$ cat src/rtl/scan_address_sequencer_pkg.sv
`default_nettype none
// ============================================================================
// Module   : scan_address_sequencer_pkg
// Purpose  : State encoding and default image widths shared between the
//            scan address sequencer and the system controller.
// Revision : 1.0 - initial release
// ============================================================================
package scan_address_sequencer_pkg;

    // Default image address widths
    localparam int c_BIP_W_DEFAULT = 12;
    localparam int c_WIP_W_DEFAULT = 16;
    localparam int c_CNT_W_DEFAULT = 16;

    // State encoding; the system controller decodes these same values
    localparam logic [1:0] c_ST_IDLE       = 2'b00;
    localparam logic [1:0] c_ST_SWEEP_BIT  = 2'b01;
    localparam logic [1:0] c_ST_SWEEP_WORD = 2'b10;
    localparam logic [1:0] c_ST_HOLD       = 2'b11;

    typedef enum logic [1:0] {
        ST_IDLE       = c_ST_IDLE,
        ST_SWEEP_BIT  = c_ST_SWEEP_BIT,
        ST_SWEEP_WORD = c_ST_SWEEP_WORD,
        ST_HOLD       = c_ST_HOLD
    } state_e;

endpackage
`default_nettype wire

$ cat src/rtl/scan_address_sequencer_if.sv
`default_nettype none
// ============================================================================
// Module   : scan_address_sequencer_if
// Purpose  : Controller <-> sequencer signal bundle for the PROG phase.
//            master = system controller side, slave = sequencer side.
// Revision : 1.0 - initial release
// ============================================================================
interface scan_address_sequencer_if #(
    parameter int BIP_W = 12,
    parameter int WIP_W = 16,
    parameter int CNT_W = 16
);
    logic             START;
    logic             STEP_EN;
    logic [BIP_W-1:0] A_0;
    logic [WIP_W-1:0] A_1;
    logic             RD_EN_0;
    logic             RD_EN_1;
    logic             BUSY;
    logic             SCAN_DONE;
    logic [CNT_W-1:0] SCAN_CNT;

    modport master (
        output START, STEP_EN,
        input  A_0, A_1, RD_EN_0, RD_EN_1, BUSY, SCAN_DONE, SCAN_CNT
    );

    modport slave (
        input  START, STEP_EN,
        output A_0, A_1, RD_EN_0, RD_EN_1, BUSY, SCAN_DONE, SCAN_CNT
    );
endinterface
`default_nettype wire

$ cat src/rtl/scan_address_sequencer_sweep_counter.sv
`default_nettype none
// ============================================================================
// Module   : sweep_counter
// Purpose  : Saturating up-counter used for one image address. Clear wins
//            over enable; the count never wraps, at_max is the only exit cue.
// Revision : 1.0 - initial release
// ============================================================================
module sweep_counter #(
    parameter int WIDTH = 12
) (
    input  wire logic             clk,
    input  wire logic             rst,
    input  wire logic             i_clear,
    input  wire logic             i_enable,
    output logic      [WIDTH-1:0] o_count,
    output logic                  o_at_max
);
    logic [WIDTH-1:0] count_q;
    logic [WIDTH-1:0] count_d;
    logic             w_at_max;

    assign w_at_max = (count_q == {WIDTH{1'b1}});

    // Next count: clear, else saturating increment when enabled
    always_comb begin
        count_d = count_q;
        if (i_clear) begin
            count_d = '0;
        end else if (i_enable && !w_at_max) begin
            count_d = count_q + 1'b1;
        end
    end

    // Count register
    always_ff @(posedge clk) begin
        if (rst) begin
            count_q <= '0;
        end else begin
            count_q <= count_d;
        end
    end

    assign o_count  = count_q;
    assign o_at_max = w_at_max;
endmodule
`default_nettype wire

$ cat src/rtl/scan_address_sequencer.sv
`default_nettype none
// ============================================================================
// Module   : scan_address_sequencer
// Purpose  : PROG-phase responder. Sweeps the bit-image address, then the
//            word-image address, parks both at all-ones until START drops,
//            and counts completed sweeps.
// Revision : 1.0 - initial release
// ============================================================================
module scan_address_sequencer
    import scan_address_sequencer_pkg::*;
#(
    parameter int BIP_W = c_BIP_W_DEFAULT,
    parameter int WIP_W = c_WIP_W_DEFAULT,
    parameter int CNT_W = c_CNT_W_DEFAULT
) (
    input  wire logic               CLK,
    input  wire logic               CLR,
    scan_address_sequencer_if.slave bus
);
    state_e           state_q;
    state_e           state_d;
    logic             scan_done_q;
    logic             scan_done_d;
    logic [CNT_W-1:0] scan_cnt_q;
    logic [CNT_W-1:0] scan_cnt_d;

    logic             w_clear;
    logic             w_en_0;
    logic             w_en_1;
    logic             w_at_max_0;
    logic             w_at_max_1;
    logic [BIP_W-1:0] w_a_0;
    logic [WIP_W-1:0] w_a_1;

    sweep_counter #(.WIDTH(BIP_W)) u_bit_cnt (
        .clk      (CLK),
        .rst      (CLR),
        .i_clear  (w_clear),
        .i_enable (w_en_0),
        .o_count  (w_a_0),
        .o_at_max (w_at_max_0)
    );

    sweep_counter #(.WIDTH(WIP_W)) u_word_cnt (
        .clk      (CLK),
        .rst      (CLR),
        .i_clear  (w_clear),
        .i_enable (w_en_1),
        .o_count  (w_a_1),
        .o_at_max (w_at_max_1)
    );

    // Next-state, counter controls and completion bookkeeping. Losing START
    // always wins over STEP_EN so an aborted sweep never advances.
    always_comb begin
        state_d     = state_q;
        w_clear     = 1'b0;
        w_en_0      = 1'b0;
        w_en_1      = 1'b0;
        scan_done_d = 1'b0;
        scan_cnt_d  = scan_cnt_q;
        case (state_q)
            ST_IDLE: begin
                // Addresses held at zero so DONE compares cannot fire early
                w_clear = 1'b1;
                if (bus.START) begin
                    state_d = ST_SWEEP_BIT;
                end
            end
            ST_SWEEP_BIT: begin
                if (!bus.START) begin
                    state_d = ST_IDLE;
                    w_clear = 1'b1;
                end else if (bus.STEP_EN) begin
                    if (w_at_max_0) begin
                        state_d = ST_SWEEP_WORD;
                    end else begin
                        w_en_0 = 1'b1;
                    end
                end
            end
            ST_SWEEP_WORD: begin
                if (!bus.START) begin
                    state_d = ST_IDLE;
                    w_clear = 1'b1;
                end else if (bus.STEP_EN) begin
                    if (w_at_max_1) begin
                        state_d     = ST_HOLD;
                        scan_done_d = 1'b1;
                        scan_cnt_d  = scan_cnt_q + 1'b1;
                    end else begin
                        w_en_1 = 1'b1;
                    end
                end
            end
            ST_HOLD: begin
                if (!bus.START) begin
                    state_d = ST_IDLE;
                    w_clear = 1'b1;
                end
            end
            default: begin
                state_d = ST_IDLE;
                w_clear = 1'b1;
            end
        endcase
    end

    // State, completion pulse and scan counter registers
    always_ff @(posedge CLK) begin
        if (CLR) begin
            state_q     <= ST_IDLE;
            scan_done_q <= 1'b0;
            scan_cnt_q  <= '0;
        end else begin
            state_q     <= state_d;
            scan_done_q <= scan_done_d;
            scan_cnt_q  <= scan_cnt_d;
        end
    end

    assign bus.A_0       = w_a_0;
    assign bus.A_1       = w_a_1;
    assign bus.RD_EN_0   = (state_q == ST_SWEEP_BIT);
    assign bus.RD_EN_1   = (state_q == ST_SWEEP_WORD);
    assign bus.BUSY      = (state_q == ST_SWEEP_BIT) || (state_q == ST_SWEEP_WORD);
    assign bus.SCAN_DONE = scan_done_q;
    assign bus.SCAN_CNT  = scan_cnt_q;
endmodule
`default_nettype wire

$ cat src/flat_wrapper.sv
// flat-port wrapper written by rule: the top's interface ports become plain ports
module scan_address_sequencer_flat import scan_address_sequencer_pkg::*;
#(
    parameter int BIP_W = c_BIP_W_DEFAULT,
    parameter int WIP_W = c_WIP_W_DEFAULT,
    parameter int CNT_W = c_CNT_W_DEFAULT
)
  (CLK, CLR, bus_START, bus_STEP_EN, bus_A_0, bus_A_1, bus_RD_EN_0, bus_RD_EN_1, bus_BUSY, bus_SCAN_DONE, bus_SCAN_CNT);
  scan_address_sequencer_if #(.BIP_W(BIP_W), .WIP_W(WIP_W), .CNT_W(CNT_W)) bus_i ();
  input  wire logic CLK;
  input  wire logic CLR;
  input wire logic [$bits(bus_i.START)-1:0] bus_START;
  input wire logic [$bits(bus_i.STEP_EN)-1:0] bus_STEP_EN;
  output wire logic [$bits(bus_i.A_0)-1:0] bus_A_0;
  output wire logic [$bits(bus_i.A_1)-1:0] bus_A_1;
  output wire logic [$bits(bus_i.RD_EN_0)-1:0] bus_RD_EN_0;
  output wire logic [$bits(bus_i.RD_EN_1)-1:0] bus_RD_EN_1;
  output wire logic [$bits(bus_i.BUSY)-1:0] bus_BUSY;
  output wire logic [$bits(bus_i.SCAN_DONE)-1:0] bus_SCAN_DONE;
  output wire logic [$bits(bus_i.SCAN_CNT)-1:0] bus_SCAN_CNT;
  assign bus_i.START = bus_START;
  assign bus_i.STEP_EN = bus_STEP_EN;
  assign bus_A_0 = bus_i.A_0;
  assign bus_A_1 = bus_i.A_1;
  assign bus_RD_EN_0 = bus_i.RD_EN_0;
  assign bus_RD_EN_1 = bus_i.RD_EN_1;
  assign bus_BUSY = bus_i.BUSY;
  assign bus_SCAN_DONE = bus_i.SCAN_DONE;
  assign bus_SCAN_CNT = bus_i.SCAN_CNT;
  scan_address_sequencer #(.BIP_W(BIP_W), .WIP_W(WIP_W), .CNT_W(CNT_W)) u_core (.CLK(CLK), .CLR(CLR), .bus(bus_i));
endmodule
$ cat config.mk
export PLATFORM = sky130hd
export DESIGN_NAME = scan_address_sequencer_flat
export DESIGN_NICKNAME = d
export VERILOG_FILES = /design/src/rtl/scan_address_sequencer_pkg.sv /design/src/rtl/scan_address_sequencer_if.sv /design/src/rtl/scan_address_sequencer_sweep_counter.sv /design/src/rtl/scan_address_sequencer.sv /design/src/flat_wrapper.sv
export SDC_FILE = /design/constraint.sdc
export NUM_CORES = 1
export LEC_CHECK = 0
export ABC_CLOCK_PERIOD_IN_PS = 2300
export CAP_MARGIN = 15
export CORE_MARGIN = 10
export CORE_UTILIZATION = 46
export CTS_CLUSTER_SIZE = 20
export DETAILED_ROUTE_END_ITERATION = 12
export GPL_TIMING_DRIVEN = 0
export PLACE_DENSITY = 0.76
export SYNTH_ARGS = -nofsm -noshare
export SYNTH_HDL_FRONTEND = slang
export SYNTH_SLANG_ARGS = --single-unit
$ cat constraint.sdc
create_clock -name CLK -period 2.3 [get_ports CLK]
set_clock_uncertainty 0.15 [all_clocks]
set_input_delay 0.575 -clock CLK [delete_from_list [all_inputs] [get_ports CLK]]
set_output_delay 0.575 -clock CLK [all_outputs]
set_load 0.01 [all_outputs]
# Word-level counts from Yosys, hierarchy flattened
# Cells that the tools add are included.
# classes
order_cmp,0
muxes,20
n_mul,0
eq_ne,11
bitwise_logic,3
add_sub_neg,3
n_reduce_logical,11
n_shift,0
n_div,0
# op_table
op,n
16-bit by 1-bit adder with 16-bit output (second input constant),2
16-bit == test (second input constant),1
2-bit 2-to-1 mux,8
12-bit by 1-bit adder with 12-bit output (second input constant),1
12-bit == test (second input constant),1
1-bit 2-to-1 mux,10
2-bit one-hot mux with 4 select lines,1
3-bit by 2-bit != test with 1-bit output (second input constant),2
3-bit != test (second input constant),2
6-bit AND reduction,1
2-bit == test (second input constant),2
2-bit != test (second input constant),2
4-bit AND reduction,1
4-bit OR reduction,1
1-bit NOT,3
3-bit OR reduction,1
2-bit by 1-bit == test with 1-bit output (second input constant),1
1-bit logical AND,2
1-bit zero test,2
2-bit zero test,1
1-bit one-hot mux with 2 select lines,1
2-bit OR reduction,1
1-bit logical OR,1
# word_totals
word_cells,53
romBits,0
mem_bits_rw,0
in_bits,4
out_inout_bits,48
latchBits,0
mem_count,0
regBits,47

# Depth between registers and ports, before layout
# Gate-level depths: netlist of run 1.
# logic_depth
depth_word,6
mapped_depth,9
mapped_depth_nobuf,6

# Hierarchy
# From an unflattened synthesis of run 1, not the netlist that was laid out.
# unflattened
hier_cells,287
hier_area_um2,2437.3
# modules_own_cells
module,instances,area_each_um2,seq_area_each_um2,cells_each
scan_address_sequencer,1,988.4,380.4,117
sweep_counter at u_core.u_word_cnt,1,830.8,320.3,97
sweep_counter at u_core.u_bit_cnt,1,618.1,240.2,73

# Least setup slack after synthesis of run 1
# Ideal clock, no wire load.
# synth_path
kind,reg2reg
startpoint,register u_core.state_q[0]
endpoint,"register u_core.scan_cnt_q[12], in the netlist u_core.bus.SCAN_CNT[12]"
period_less_slack_ns,2.279
t_arrival_ns,2.059
slack_ns,0.021
setup_time_ns,0.070
stages_incl_launch_ff,9
cell_sequence,dfxtp_1 > inv_1 > ha_1 > and3_1 > clkbuf_1 > nand4_1 > clkbuf_1 > or4_1 > a21oi_1
# synth_between
elab_chain_len,2
# synth_lines
item,line,rtl
start: declaration,scan_address_sequencer.sv:20,state_e state_q;
start signal: assignment,scan_address_sequencer.sv:116,state_q <= state_d;
2-bit == test,n/a,
via bus_RD_EN_1,flat_wrapper.sv:17,output wire logic [$bits(bus_i.RD_EN_1)-1:0] bus_RD_EN_1;
4-bit AND reduction (no source line),n/a,
end signal: assignment,scan_address_sequencer.sv:118,scan_cnt_q <= scan_cnt_d;
end: declaration,scan_address_sequencer.sv:24,logic [CNT_W-1:0] scan_cnt_q;
# The timed path passes the listed nets, and every way through them passes these cells.
# A chain may end at the register's enable or synchronous reset.

# Worst setup path in the final report of run 1
# layout_path
startpoint,register u_core.state_q[1]
endpoint,output port bus_RD_EN_0
# layout_between
elab_chain_len,1
# layout_lines
item,line,rtl
2-bit by 1-bit == test with 1-bit output,scan_address_sequencer.sv:124,assign bus.RD_EN_0 = (state_q == ST_SWEEP_BIT);
end: declaration,flat_wrapper.sv:16,output wire logic [$bits(bus_i.RD_EN_0)-1:0] bus_RD_EN_0;
# Every way passes these cells.

==> reports/metrics.csv, run 1 <==
stage,metric,value,unit
pwr,combinational share of power,0.071,
detailed_routing,wire per inst,16.2,um
synthesis,yosys warns,0,
global_routing,first-pass GRT wire length,11.5,mm
clocking,Max Root-Sink Buffers,2,
floorplan,die height,93.2,um
setup_path,CP Class,register to primary output,
clocking,TritonCTS clock tree,built,
placed_design,dpl ws,-0.753,ns
final_layout,Non-Filler Instances,428,
setup_path,reg-to-reg endpoint,u_core.bus.SCAN_CNT[9]$_SDFFE_PP0P_,
pwr,Power per Cell Area,425,mW/mm2
clocking,CTS clock-pin slew for the worst setup and hold paths,0.09,ns
status,outcome,"finished, final reports clean",
synthesis,Synth cell types,35,
pwr,P_leak,1.02,nW
global_routing,initial antenna violation count,0,
timing,Fin Setup TNS,0,ns
floorplan,row count,26,
detailed_routing,vias,2606,
setup_path,"Critical Path, Cell by Cell",inv_1 -> ha_4 -> clkdlybuf4s50_1,
pwr,sequential share of power,0.581,
synthesis,register area share after synthesis,0.382,
pwr,Net Sw Power,0.342,mW
clocking,clock latency on the worst-skew pair,0.30,ns
pwr,clock group share of total power,0.347,
worst_hold_path,Hold WC Path Type,register to register,
timing,Slew Limit Fails,0,
setup_path,CP max FO,6,
synthesis,Post-synth ARST share,0,
setup_path,Worst R2R Setup Slack,0.12,ns
placed_design,dpl cells,418,
pwr,P_int,1.07,mW
clocking,clk sink count,47,
pwr,peak supply drop,0.240,mV
setup_path,CP Launch Type,register,
final_layout,Ant. Diodes,0,
timing,Tmin final,2.24,ns
timing,Finish-stage setup viols,0,
global_routing,GR Overflow Total,0,
clocking,H-Tree Depth,2,
placed_design,PortBufs,51,
setup_path,Worst EP arrival,1.51,ns
timing,Fmax,446,MHz
floorplan,IO Count,52,
synthesis,"Cell Area, Synth",0.00246,mm2
detailed_routing,TritonRoute pass-1 iters,4,
timing,Final period util,0.974,
floorplan,die area,0.00869,mm2
timing,Final WS setup,0.0602,ns
synthesis,cell count after synthesis,297,
global_routing,pin count of the biggest net entering global routing,15,
timing,slew margin rel.,0.471,
worst_hold_path,worst hold stages,2,
floorplan,Initial Util,0.480,
final_layout,share of cells above drive strength 1,0.137,
pwr,sw frac,0.243,
final_layout,final core occ,0.644,
worst_hold_path,Worst Hold End,u_core.bus.SCAN_CNT[15]$_SDFFE_PP0P_,
detailed_routing,post-DR vias/cell,6.09,
final_layout,fin nets,369,
final_layout,area delta synth->final,34.4,%
setup_path,Setup crit end kind,primary output,
setup_path,R2R cell count,5,
detailed_routing,ANT nets after route,0,
floorplan,die width,93.2,um
setup_path,r2r startpoint,u_core.bus.SCAN_CNT[2]$_SDFFE_PP0P_,
clocking,Num CTS Buffers,5,
setup_path,delay of the slowest critical-path stage,0.54,ns
global_routing,number of global-route vias before repair,2428,
global_routing,Total GRT Usage,0.157,
clocking,CTS Hold Bufs,0,
synthesis,Yosys reg bits,47,
synthesis,ys flop type,dfxtp_1,
detailed_routing,# DRC,0,
synthesis,"EDFF count, synth",0,
floorplan,core area,0.00514,mm2
synthesis,Syn Nets,309,
worst_hold_path,min-delay src,u_core.bus.SCAN_CNT[15]$_SDFFE_PP0P_,
detailed_routing,initial DRC count,183,
detailed_routing,routed wire length,6.95,mm
setup_path,CP Data Required Time,1.57,ns
run,reported max-cap violation count,0,
timing,Slew @ Worst Pin,0.781,ns
synthesis,Synth Area per Inst,8.30,um2
placed_design,Post-DP HPWL,4.88,mm
setup_path,slowest CP cell,clkdlybuf4s50_1,
clocking,CTS root buf,clkbuf_8,
timing,final hold violation count,0,
placed_design,GPL Wtd Cong,0.828,
-- cell usage after synthesis (3+ instances only) --
library cell	instances	share of area
dfxtp_1	47	0.38
a21oi_1	37	0.075
o31ai_1	22	0.067
or4_1	22	0.067
nand2_1	19	0.029
nand3_1	19	0.039
o21ai_0	15	0.030
clkbuf_1	12	0.018
nand4_1	12	0.030
or3_1	12	0.030
nor2_1	11	0.017
inv_1	9	0.014
ha_1	8	0.041
and3_1	7	0.018
and4_1	7	0.025
a31oi_1	5	0.013
nor3_1	4	0.0081
a31o_2	3	0.011
a41o_1	3	0.012
mux2i_1	3	0.012
-- power by group through the flow --
stage               Combinational, mW  Clock, mW  Sequential, mW
global route                    0.112      0.544           0.820
finish                          0.101      0.489           0.819
floorplan                      0.0567          0           0.838
CTS                            0.0941      0.501           0.819
detailed placement             0.0922          0           0.838
global placement               0.0907          0           0.838
-- sequential cells by signal, summed over array words and instances (netlist names) --
| signal | cells |
|---|---|
| u_core.bus.SCAN_DONE | 1 |
| u_core.u_word_cnt.o_count | 16 |
| u_core.state_q | 2 |
| u_core.bus.SCAN_CNT | 16 |
| u_core.u_bit_cnt.o_count | 12 |
-- repair_timing --
item                                    in CTS  in global routing
pin swaps                                    2                  0
endpoints found under the setup margin      33                 19
buffers inserted                             1                  3
resized for setup                           18                 32
-- cell type report --
cell class	instances	area, um2
buffer	12	66.3
clock buffer	6	72.6
clock inverter	2	12.5
fill	470	1830
inverter	9	33.8
multi-input combinational	227	1540
sequential	47	957
tap	70	87.6
timing repair buffer	55	539
-- cell usage in the layout (no fill, tap or decap), types with 2 or more instances in the layout --
cell / synthesis / final
dlygate4sd2_1: 0 / 3
or4_4: 0 / 3
nand2b_1: 2 / 2
a21oi_1: 37 / 35
buf_4: 0 / 5
ha_1: 8 / 5
and3_1: 7 / 6
buf_6: 0 / 2
a21oi_2: 0 / 2
ha_4: 0 / 2
dfxtp_2: 0 / 7
o21ai_0: 15 / 15
clkbuf_8: 0 / 5
inv_1: 9 / 8
clkbuf_1: 12 / 8
a31oi_1: 5 / 5
dfxtp_1: 47 / 38
or3_1: 12 / 12
clkdlybuf4s50_1: 0 / 47
nor2_1: 11 / 11
nand2_1: 19 / 19
and4_1: 7 / 7
a31o_2: 3 / 3
o31ai_2: 0 / 4
mux2i_1: 3 / 3
or4_1: 22 / 19
o31ai_1: 22 / 18
a41o_1: 3 / 3
nand3_1: 19 / 17
and2_1: 2 / 2
nor3_1: 4 / 3
nand4_1: 12 / 12
dfxtp_4: 0 / 2
nor4_1: 2 / 2
-- cell families (layout without fill, tap and decap cells) --
| family | count (synthesis) | in the layout | share of synthesized area |
|---|---|---|---|
| buf+inv | 23 | 84 | 0.0360 |
| xor+xnor | 2 | 2 | 0.00711 |
| compound gates | 89 | 89 | 0.224 |
| mux | 3 | 3 | 0.0122 |
| flops | 47 | 47 | 0.382 |
| simple gates | 125 | 125 | 0.298 |
| fa+ha+maj | 8 | 8 | 0.0406 |
-- worst max path at each step --
stage / endpoint / from / slack, ns
floorplan: u_core.bus.SCAN_CNT[12]$_SDFFE_PP0P_ / u_core.state_q[0]$_SDFFE_PP0P_ / 0.02
CTS: u_core.bus.SCAN_CNT[15]$_SDFFE_PP0P_ / bus_START / 0.02
global placement: u_core.bus.SCAN_CNT[7]$_SDFFE_PP0P_ / bus_STEP_EN / -0.73
finish: bus_RD_EN_0 / u_core.state_q[1]$_SDFFE_PP0P_ / 0.06
global route: bus_RD_EN_0 / u_core.state_q[1]$_SDFFE_PP0P_ / -0.007
detailed placement: u_core.bus.SCAN_CNT[15]$_SDFFE_PP0P_ / bus_STEP_EN / -0.75
-- routing by layer --
layer | GRT usage | part of all wire | up-vias
met4 | 0.0488 | 0.0083 | 0
li1 | - | - | 1287
met1 | 0.177 | 0.41 | 1230
met2 | 0.263 | 0.49 | 83
met3 | 0.0679 | 0.090 | 6
met5 | 0 | 0 | -
-- through the flow --
step                      hold slack [ns]  total power [mW]  instance area [um2]
final                               0.351              1.41                 3310
after global placement              0.318             0.929                 3060
after global routing                0.377              1.48                 3310
after CTS                           0.357              1.41                 3190
after detailed placement            0.345             0.931                 3060
after floorplan                     0.336             0.895                 2460
-- critical path, delay by kind of cell, from the launching register on --
kind / cells / cell delay [ns]
buf+inv: 2 / 0.67
flops: 1 / 0.36
fa+ha+maj: 1 / 0.18
Note: power is estimated with default switching activity, not from simulation.
==> run 2, diff against run 1 <==
--- a/config.mk
+++ b/config.mk
@@ -7,7 +7,7 @@
 export LEC_CHECK = 0
 export ABC_CLOCK_PERIOD_IN_PS = 2300
 export CAP_MARGIN = 15
-export CORE_MARGIN = 10
+export CORE_MARGIN = 3
 export CORE_UTILIZATION = 46
 export CTS_CLUSTER_SIZE = 20
 export DETAILED_ROUTE_END_ITERATION = 12
==> run 2 against run 1 <==
  * Via count is 0.61% lower
  * Global-route usage is 5.4 points higher
  * Non-clock buffer count is 2 lower
  * Cell count is 0.47% lower
  * Largest power group unchanged
  * Highest routed layer unchanged
==> reports/metrics.csv, run 2 (synthesis results as in run 1) <==
stage,metric,value,unit,change
status,outcome,"finished, final reports clean",,
setup_path,CP max FO,6,,unchanged
placed_design,dpl cells,418,,unchanged
detailed_routing,initial DRC count,184,,+0.55%
global_routing,GR met3 Demand/Resource,0.0397,,-0.0283
clocking,TritonCTS clock tree,built,,
pwr,peak supply drop,0.308,mV,+28%
floorplan,core area,0.00514,mm2,unchanged
floorplan,Initial Util,0.480,,unchanged
clocking,clock latency on the worst-skew pair,0.30,ns,about the same
setup_path,Worst EP arrival,1.51,ns,about the same
worst_hold_path,Hold WC Path Type,register to register,,
timing,Slew Limit Fails,0,,unchanged
floorplan,row count,26,,unchanged
setup_path,r2r startpoint,u_core.state_q[0]$_SDFFE_PP0P_,,
global_routing,pin count of the biggest net entering global routing,14,,-1
setup_path,CP Launch Type,register,,
timing,Final period util,0.973,,about the same
global_routing,met1 Usage GRT,0.267,,+0.0895
timing,Fmax,447,MHz,about the same
clocking,CTS root buf,clkbuf_8,,
global_routing,GRT busiest layer,met2,,
final_layout,share of cells above drive strength 1,0.107,,-0.0301
clocking,CTS clock-pin slew for the worst setup and hold paths,0.08,ns,about the same
timing,final hold violation count,0,,unchanged
pwr,P_leak,1.02,nW,-0.79%
global_routing,number of global-route vias before repair,2427,,-0.041%
placed_design,GPL Wtd Cong,0.824,,-0.48%
placed_design,Post-DP HPWL,4.58,mm,-6.2%
final_layout,final core occ,0.636,,-0.00852
detailed_routing,TritonRoute pass-1 iters,4,,unchanged
setup_path,CP Class,register to primary output,,
setup_path,worst setup path startpoint,u_core.state_q[1]$_SDFFE_PP0P_,,
final_layout,area delta synth->final,32.6,%,
final_layout,"most common cell after layout, fill and taps aside",clkdlybuf4s50_1,,
run,reported max-cap violation count,0,,unchanged
timing,Slew @ Worst Pin,0.766,ns,-0.0151 ns
final_layout,Ant. Diodes,0,,unchanged
global_routing,Total GRT Usage,0.212,,+0.0541
final_layout,fin nets,367,,-0.54%
floorplan,die height,79.2,um,-15%
final_layout,most frequent cells in the layout,"clkdlybuf4s50_1, dfxtp_1, a21oi_1",,
global_routing,initial antenna violation count,0,,unchanged
final_layout,Non-Filler Instances,426,,-0.47%
global_routing,first-pass GRT wire length,10.8,mm,-5.5%
clocking,H-Tree Depth,2,,unchanged
clocking,clk sink count,47,,unchanged
placed_design,PortBufs,51,,unchanged
setup_path,Setup crit end kind,primary output,,
detailed_routing,wire per inst,15.2,um,-6.3%
detailed_routing,ANT nets after route,0,,unchanged
detailed_routing,# DRC,0,,unchanged
timing,Finish-stage setup viols,0,,unchanged
worst_hold_path,min-delay src,u_core.bus.SCAN_CNT[15]$_SDFFE_PP0P_,,
floorplan,die width,79.2,um,-15%
detailed_routing,post-DR vias/cell,6.08,,-0.15%
pwr,Power per Cell Area,450,mW/mm2,+5.9%
timing,Tmin final,2.24,ns,-0.00146 ns
floorplan,die area,0.00627,mm2,-28%
detailed_routing,routed wire length,6.48,mm,-6.7%
setup_path,CP Data Required Time,1.57,ns,about the same
global_routing,met2 Resource Use GR,0.350,,+0.0873
clocking,Num CTS Buffers,5,,unchanged
global_routing,GR Overflow Total,0,,unchanged
clocking,Max Root-Sink Buffers,2,,unchanged
floorplan,IO Count,52,,unchanged
timing,slew margin rel.,0.481,,+0.0102
detailed_routing,vias,2590,,-0.61%
[run 2: changes by cell type in the layout (fill, tap and decap cells not counted), sizes merged]
cell / change
buf: -3
clkinvlp: -1
clkinv: -1
clkbuf: +3
[run 2: worst paths after layout]
check                                               endpoint  slack [ns]  cells after the start
hold reg to reg         u_core.bus.SCAN_CNT[15]$_SDFFE_PP0P_        0.35                      2
setup / recovery                                 bus_RD_EN_0        0.06                      3
setup reg to reg  u_core.u_word_cnt.o_count[13]$_SDFFE_PP0P_        0.11                      6
hold / removal          u_core.bus.SCAN_CNT[15]$_SDFFE_PP0P_        0.35                      2
[run 2: timing repair]
action,4_1_cts,5_1_grt
endpoints found under the setup margin,33,19
resized for setup,17,19
setup buffers,1,1
hold buffers,0,0
pin swaps,2,1
[run 2: cell type report]
cell class / instances / area (um2)
Fill cell: 484 / 1870
Multi-Input combinational cell: 227 / 1510
Sequential cell: 47 / 951
Timing Repair Buffer: 53 / 524
Clock buffer: 8 / 100
Tap cell: 70 / 87.6
Buffer: 12 / 60.1
Inverter: 9 / 33.8
[run 2: metrics by stage]
step / setup slack (ns) / power, mW / instance area, um2 / hold slack [ns] / setup TNS (ns)
after global routing: -0.0154 / 1.53 / 3270 / 0.369 / -0.0216
after global placement: -0.712 / 0.929 / 3060 / 0.314 / -17.00
after detailed placement: -0.722 / 0.930 / 3060 / 0.339 / -17.64
after floorplan: 0.0211 / 0.895 / 2460 / 0.336 / 0
final: 0.0617 / 1.47 / 3270 / 0.349 / 0
after CTS: 0.0122 / 1.48 / 3200 / 0.352 / 0
[run 2: worst max-delay path, stage by stage, from the launching register on]
cell and delay (ns):
dfxtp_2 0.36, inv_1 0.14, ha_4 0.18, clkdlybuf4s50_1 0.53
[run 2: power by group]
group / total, mW / internal [mW] / leakage (nW) / switching [mW]
Clock: 0.551 / 0.275 / 0.0515 / 0.276
Sequential: 0.822 / 0.817 / 0.383 / 0.00473
Combinational: 0.0991 / 0.0408 / 0.582 / 0.0583
Total: 1.47 / 1.13 / 1.02 / 0.339
[run 2: routing by layer]
metal / share of wire / routed length [um]
met5: 0 / 0
met4: 0.017 / 109
met3: 0.042 / 271
met2: 0.49 / 3160
met1: 0.45 / 2940
